<file path="src/rtl/vga_pkg.sv">
// Shared types for the VRAM port arbiter: slot decode and write-buffer entry.
package vga_pkg;

    // Default geometry of the VRAM macro this arbiter fronts.
    localparam int unsigned ADDR_W_DFLT = 17;
    localparam int unsigned DATA_W_DFLT = 8;

    typedef enum logic [1:0] {
        SLOT_IDLE  = 2'd0,
        SLOT_SCAN  = 2'd1,
        SLOT_DRAIN = 2'd2
    } arb_slot_e;

    // Write-buffer entry at the default geometry; the arbiter re-declares it
    // at its own widths when instantiating the FIFO.
    typedef struct packed {
        logic [ADDR_W_DFLT-1:0] addr;
        logic [DATA_W_DFLT-1:0] data;
    } wbuf_entry_t;

endpackage

</file>
<file path="src/rtl/vram_wr_fifo.sv">
// Synchronous write-buffer FIFO; pointers wrap modulo DEPTH (power of two),
// occupancy is tracked by a separate 0..DEPTH counter. Reset empties it.
module vram_wr_fifo
    import vga_pkg::*;
#(
    parameter int unsigned DEPTH   = 8,
    parameter type         entry_t = wbuf_entry_t
) (
    input  logic                     clk_in,
    input  logic                     reset,
    input  logic                     push,
    input  entry_t                   push_data,
    input  logic                     pop,
    output entry_t                   pop_data,
    output logic                     full,
    output logic                     empty,
    output logic [$clog2(DEPTH):0]   level
);

    localparam int unsigned PTR_W = $clog2(DEPTH);
    localparam int unsigned LVL_W = PTR_W + 1;

    entry_t             mem_q [DEPTH];
    logic [PTR_W-1:0]   wr_ptr_q, wr_ptr_d;
    logic [PTR_W-1:0]   rd_ptr_q, rd_ptr_d;
    logic [LVL_W-1:0]   level_q, level_d;
    logic               do_push, do_pop;

    assign full     = (level_q == LVL_W'(DEPTH));
    assign empty    = (level_q == '0);
    assign level    = level_q;
    assign pop_data = mem_q[rd_ptr_q];
    assign do_push  = push && !full;
    assign do_pop   = pop && !empty;

    // Next pointers and occupancy.
    always_comb begin
        wr_ptr_d = wr_ptr_q;
        rd_ptr_d = rd_ptr_q;
        level_d  = level_q;
        if (do_push) wr_ptr_d = wr_ptr_q + PTR_W'(1);
        if (do_pop)  rd_ptr_d = rd_ptr_q + PTR_W'(1);
        case ({do_push, do_pop})
            2'b10:   level_d = level_q + LVL_W'(1);
            2'b01:   level_d = level_q - LVL_W'(1);
            default: level_d = level_q;
        endcase
    end

    // Pointer and level registers.
    always_ff @(posedge clk_in) begin
        if (reset) begin
            wr_ptr_q <= '0;
            rd_ptr_q <= '0;
            level_q  <= '0;
        end else begin
            wr_ptr_q <= wr_ptr_d;
            rd_ptr_q <= rd_ptr_d;
            level_q  <= level_d;
        end
    end

    // Entry storage; contents are don't-care while the slot is unoccupied.
    always_ff @(posedge clk_in) begin
        if (do_push) mem_q[wr_ptr_q] <= push_data;
    end

endmodule

</file>
<file path="src/rtl/vram_port_arbiter.sv">
// Single-port VRAM arbiter: scanout reads always win, buffered writes drain on
// free cycles. Optional statistics outputs under VRAM_ARB_STATS_EN.
module vram_port_arbiter
    import vga_pkg::*;
#(
    parameter int unsigned ADDR_W       = ADDR_W_DFLT,
    parameter int unsigned DATA_W       = DATA_W_DFLT,
    parameter int unsigned WBUF_DEPTH   = 8,
    parameter int unsigned MEM_LATENCY  = 1,
    parameter int unsigned STARVE_LIMIT = 1024
) (
    input  logic                          clk_in,
    input  logic                          reset,
    input  logic                          scan_req,
    input  logic [ADDR_W-1:0]             scan_addr,
    output logic                          scan_rvalid,
    output logic [DATA_W-1:0]             scan_rdata,
    input  logic                          wr_valid,
    output logic                          wr_ready,
    input  logic [ADDR_W-1:0]             wr_addr,
    input  logic [DATA_W-1:0]             wr_data,
    output logic [$clog2(WBUF_DEPTH):0]   wbuf_level,
    output logic                          starve_err,
    output logic                          mem_en,
    output logic                          mem_we,
    output logic [ADDR_W-1:0]             mem_addr,
    output logic [DATA_W-1:0]             mem_wdata,
`ifdef VRAM_ARB_STATS_EN
    output logic [31:0]                   stat_writes,
    output logic [$clog2(WBUF_DEPTH):0]   stat_peak_level,
`endif
    input  logic [DATA_W-1:0]             mem_rdata
);

    localparam int unsigned STALL_W = $clog2(STARVE_LIMIT + 1);

    typedef struct packed {
        logic [ADDR_W-1:0] addr;
        logic [DATA_W-1:0] data;
    } entry_t;

    arb_slot_e                   slot;
    entry_t                      push_entry, head_entry;
    logic                        fifo_full, fifo_empty, push, pop;
    logic [$clog2(WBUF_DEPTH):0] level;

    logic                        mem_en_q, mem_en_d, mem_we_q, mem_we_d;
    logic [ADDR_W-1:0]           mem_addr_q, mem_addr_d;
    logic [DATA_W-1:0]           mem_wdata_q, mem_wdata_d;
    logic [MEM_LATENCY:0]        tag_q, tag_d;
    logic [STALL_W-1:0]          stall_q, stall_d;
    logic                        starve_q, starve_d;

    // Ready is forced low while reset is asserted so nothing is offered then.
    assign wr_ready   = !reset && !fifo_full;
    assign push       = wr_valid && wr_ready;
    assign pop        = (slot == SLOT_DRAIN);
    assign push_entry = '{addr: wr_addr, data: wr_data};

    vram_wr_fifo #(
        .DEPTH   (WBUF_DEPTH),
        .entry_t (entry_t)
    ) u_wr_fifo (
        .clk_in    (clk_in),
        .reset     (reset),
        .push      (push),
        .push_data (push_entry),
        .pop       (pop),
        .pop_data  (head_entry),
        .full      (fifo_full),
        .empty     (fifo_empty),
        .level     (level)
    );

    // Slot decision: scan beats drain, drain beats idle.
    always_comb begin
        slot = SLOT_IDLE;
        if (scan_req)         slot = SLOT_SCAN;
        else if (!fifo_empty) slot = SLOT_DRAIN;
    end

    // Next RAM port command from the slot.
    always_comb begin
        mem_en_d    = 1'b0;
        mem_we_d    = 1'b0;
        mem_addr_d  = '0;
        mem_wdata_d = '0;
        unique case (slot)
            SLOT_SCAN: begin
                mem_en_d   = 1'b1;
                mem_addr_d = scan_addr;
            end
            SLOT_DRAIN: begin
                mem_en_d    = 1'b1;
                mem_we_d    = 1'b1;
                mem_addr_d  = head_entry.addr;
                mem_wdata_d = head_entry.data;
            end
            default: ;
        endcase
    end

    // Read-tag pipeline plus starvation counter and sticky error.
    always_comb begin
        tag_d    = {tag_q[MEM_LATENCY-1:0], slot == SLOT_SCAN};
        stall_d  = stall_q;
        if (fifo_empty || slot == SLOT_DRAIN) begin
            stall_d = '0;
        end else if (stall_q != STALL_W'(STARVE_LIMIT)) begin
            stall_d = stall_q + STALL_W'(1);
        end
        starve_d = starve_q || (stall_d == STALL_W'(STARVE_LIMIT));
    end

    // Port, tag and starvation registers.
    always_ff @(posedge clk_in) begin
        if (reset) begin
            mem_en_q    <= 1'b0;
            mem_we_q    <= 1'b0;
            mem_addr_q  <= '0;
            mem_wdata_q <= '0;
            tag_q       <= '0;
            stall_q     <= '0;
            starve_q    <= 1'b0;
        end else begin
            mem_en_q    <= mem_en_d;
            mem_we_q    <= mem_we_d;
            mem_addr_q  <= mem_addr_d;
            mem_wdata_q <= mem_wdata_d;
            tag_q       <= tag_d;
            stall_q     <= stall_d;
            starve_q    <= starve_d;
        end
    end

    assign mem_en      = mem_en_q;
    assign mem_we      = mem_we_q;
    assign mem_addr    = mem_addr_q;
    assign mem_wdata   = mem_wdata_q;
    assign wbuf_level  = level;
    assign starve_err  = starve_q;
    // Reset also hides a read that was already in flight.
    assign scan_rvalid = !reset && tag_q[MEM_LATENCY];
    assign scan_rdata  = scan_rvalid ? mem_rdata : '0;

`ifdef VRAM_ARB_STATS_EN
    logic [31:0]                 writes_q, writes_d;
    logic [$clog2(WBUF_DEPTH):0] peak_q, peak_d;

    // Drained-write count and occupancy high-water mark.
    always_comb begin
        writes_d = writes_q + 32'(pop);
        peak_d   = (level > peak_q) ? level : peak_q;
    end

    // Statistics registers.
    always_ff @(posedge clk_in) begin
        if (reset) begin
            writes_q <= '0;
            peak_q   <= '0;
        end else begin
            writes_q <= writes_d;
            peak_q   <= peak_d;
        end
    end

    assign stat_writes     = writes_q;
    assign stat_peak_level = peak_q;
`endif

endmodule

</file>
<file path="config.mk">
export PLATFORM = sky130hd
export DESIGN_NAME = vram_port_arbiter
export DESIGN_NICKNAME = d
export VERILOG_FILES = /design/src/rtl/vga_pkg.sv /design/src/rtl/vram_wr_fifo.sv /design/src/rtl/vram_port_arbiter.sv
export SDC_FILE = /design/constraint.sdc
export NUM_CORES = 1
export LEC_CHECK = 0
export ABC_CLOCK_PERIOD_IN_PS = 4300
export CAP_MARGIN = 5
export CORE_UTILIZATION = 25
export DETAILED_ROUTE_END_ITERATION = 16
export PLACE_DENSITY = 0.5
export SETUP_SLACK_MARGIN = 0.15
export SLEW_MARGIN = 20
export SYNTH_ARGS = -nofsm -noshare
export SYNTH_HDL_FRONTEND = slang
export SYNTH_SLANG_ARGS = --single-unit
export TNS_END_PERCENT = 100
</file>
<file path="constraint.sdc">
create_clock -name clk_in -period 4.3 [get_ports clk_in]
set_input_delay 0.645 -clock clk_in [delete_from_list [all_inputs] [get_ports clk_in]]
set_output_delay 0.645 -clock clk_in [all_outputs]
set_load 0.05 [all_outputs]
</file>
==> impl_metrics.ini <==
[synthesis]
synthAdderAreaFrac_pct = 0.901
synth_area_mm2 = 0.00972
synth-xor-area-share_pct = 1.53
ys_async_sr_fraction_pct = 0
syn_area_per_cell_um2 = 18.0
yosys_warnings = 0
synth_compound_area_share_pct = 2.23
synth_seq_area_share_pct = 72.9
ys_ff_latch = 254
syn_nets = 602
synth_top_family_by_area = multiplexers
ys_types = 44
synth-main-ff-cell = edfxtp_1
synthSimpleGateAreaFrac_pct = 6.13
synthCells = 541
synth_edf_count = 200
synthMuxAreaShare_pct = 14.7

[cts]
cts_made_buffers = 28
ctsResizeCount = 0
cts_setup_buffers = 0
clockBufferDepth = 3
cts_sinks = 254
clkLatencyLatePin_ps = 540
htree_levels = 1
cts_root_buf = clkbuf_16
clk_pin_slew_worst_paths_ps = 60
cts_tree = built
holdBufCountCts = 0

[routing]
first_pass_iters = 4
wl_mm = 20.7
wl_per_cell_um = 17.4
vias_per_cell = 4.19
vias = 4978
postRouteAntennaNets = 0
drcViolationCount = 0
drtIter0Drc = 306

[cells_and_area]
fill_cells = 3661
insertedDiodeCount = 0
final_cell_mix = 200 x edfxtp_1, 95 x clkdlybuf4s50_1, 51 x dfxtp_1
layout.cells.non_filler = 1189
postLayoutCellArea_mm2 = 0.0124
nets = 717
area_growth_pct = 27.2
layout_commonest_cell = edfxtp_1
layout-drive-gt1-share_pct = 19.9
fin_util_pct = 32.6

[worst_setup_path]
cp-end-kind = primary output
worstPathArrival_ps = 2630
max_stage_delay_ps = 890
crit_chain = clkdlybuf4s50_1, buf_4, a21oi_1, clkdlybuf4s50_1
critical_path_class = in -> out
worst_setup_path_start_kind = input port
cp_max_fo = 21
crit_top_cell = clkdlybuf4s50_1
critPathRequiredTime_ps = 3650
critPathSlowestCell = clkdlybuf4s50_1

[power]
internal_power_mw = 4.75
power_density_mw_per_mm2 = 525
swShare_pct = 26.8
p_switching_mw = 1.74
vdd_drop_max_uv = 287
finalPower_mw = 6.49
pwr-share-clk_pct = 36.0
p_comb_share_pct = 18.5
pwr-share-seq_pct = 45.5
power.leakage_nw = 3.89

[status]
outcome = complete, no violations

[placed_design]
portBuffers = 95
gp_congestion = 0.732
place_inst = 1137
pre_cts_ws_ps = 937
dpl.hpwl_mm = 13.0
place_area_mm2 = 0.0114

[sta]
tightest_slew_ps = 1020
max_freq_mhz = 306
whs_ps = 439
period_needed_ps = 3270
fin_skew_ps = 15.0
setup_viol = 0
finalHoldViolCount = 0
grt_setup_unrepaired = no
setup_tns_ps = 0
slew_viol_final = 0
period_share_pct = 76.1
layout_setup_ws_ps = 1030
slew_headroom_pct = 31.7

[floorplanning]
pin_count = 96
die_area_mm2 = 0.0397
placementRows = 71
fp.coreArea_mm2 = 0.0379
die_h_um = 199
die_x_um = 199
start_util_pct = 25.6

[global_routing]
grt_max_degree = 41
grt_usage_pct = 10.5
antenna_found_initial = 1
grt_pass1_wl_mm = 31.3
grt_overflow = 0
first_global_vias = 5174

[run]
maxCapViolCount = 0

[hold_path]
hp-class = reg -> reg
cell usage after synthesis (2+ instances only):
cell	instances	area share [%]
ha_1	7	0.90
mux2i_1	20	2.1
nor2b_1	3	0.19
nor2_1	47	1.8
o21a_1	2	0.15
a21oi_1	6	0.31
buf_2	11	0.57
xnor2_1	6	0.54
a22oi_1	8	0.62
xor2_1	11	0.99
nand3b_1	2	0.15
dfxtp_1	54	11
nor4bb_1	2	0.21
edfxtp_1	200	62
or3_1	3	0.19
nand3_1	9	0.46
nand2_1	25	0.97
inv_1	3	0.12
buf_6	2	0.23
and2_1	9	0.58
nor3_1	5	0.26
clkbuf_1	8	0.31
mux4_2	50	12
buf_1	3	0.12
mux2_2	7	0.81
o21ai_0	4	0.21
nand2b_1	4	0.26
and3_1	2	0.13
or2_1	2	0.13
buf_4	3	0.23
o21ai_1	10	0.51
sequential cells by signal, indices dropped and copies added, names as in the netlist, named ones only:
signal and flops:
tag_q 2, u_wr_fifo.rd_ptr_q 3, mem_we 1, u_wr_fifo.wr_ptr_q 3
starve_err 1, u_wr_fifo.mem_q 200, u_wr_fifo.level 4, mem_en 1
mem_wdata 8, mem_addr 17, stall_q 11
power by group through the flow:
stage / combinational [mW] / clock [mW] / sequential (mW)
floorplan: 0.804 / 0 / 3.06
global placement: 1.23 / 0 / 3.03
detailed placement: 1.22 / 0 / 3.03
CTS: 1.23 / 2.41 / 2.98
global route: 1.30 / 2.51 / 3.00
finish: 1.20 / 2.34 / 2.96
final timing paths:
| kind | cells after the start | slack (ps) | start | end |
|---|---|---|---|---|
| hold / removal | 1 | 440 | tag_q[0] | tag_q[1] |
| hold reg to reg | 1 | 440 | tag_q[0] | tag_q[1] |
| setup / recovery | 4 | 1030 | reset | wr_ready |
| setup reg to reg | 10 | 1760 | u_wr_fifo.level[1] | u_wr_fifo.level[2] |
critical path: cells and delay by family:
family          cells  cell delay, ps
compound gates      1             350
buf+inv             3            1630
cells by family after synthesis:
logic type	Yosys count
flops	254
buf+inv	30
compound gates	35
xor+xnor	17
fa+ha+maj	7
simple gates	119
mux	79
area by class of cell:
class	instances	area, µm²	area share, %
flip-flops and latches	254	7090	57.4
multi-input cells	257	2550	20.6
repair buffers	112	1150	9.33
clock buffers	35	757	6.12
well taps	511	639	5.17
clock inverters	17	160	1.30
inverters	3	11.3	0.0911
layer usage:
metal / vias to the layer above / GRT usage [%] / wire length (µm)
li1: 2329 / - / -
met1: 2518 / 13.8 / 9310
met2: 108 / 17.7 / 10100
met3: 21 / 2.28 / 986
met4: 2 / 2.36 / 310
met5: - / 0 / 13
No activity file was read; power rests on OpenSTA's default activity.
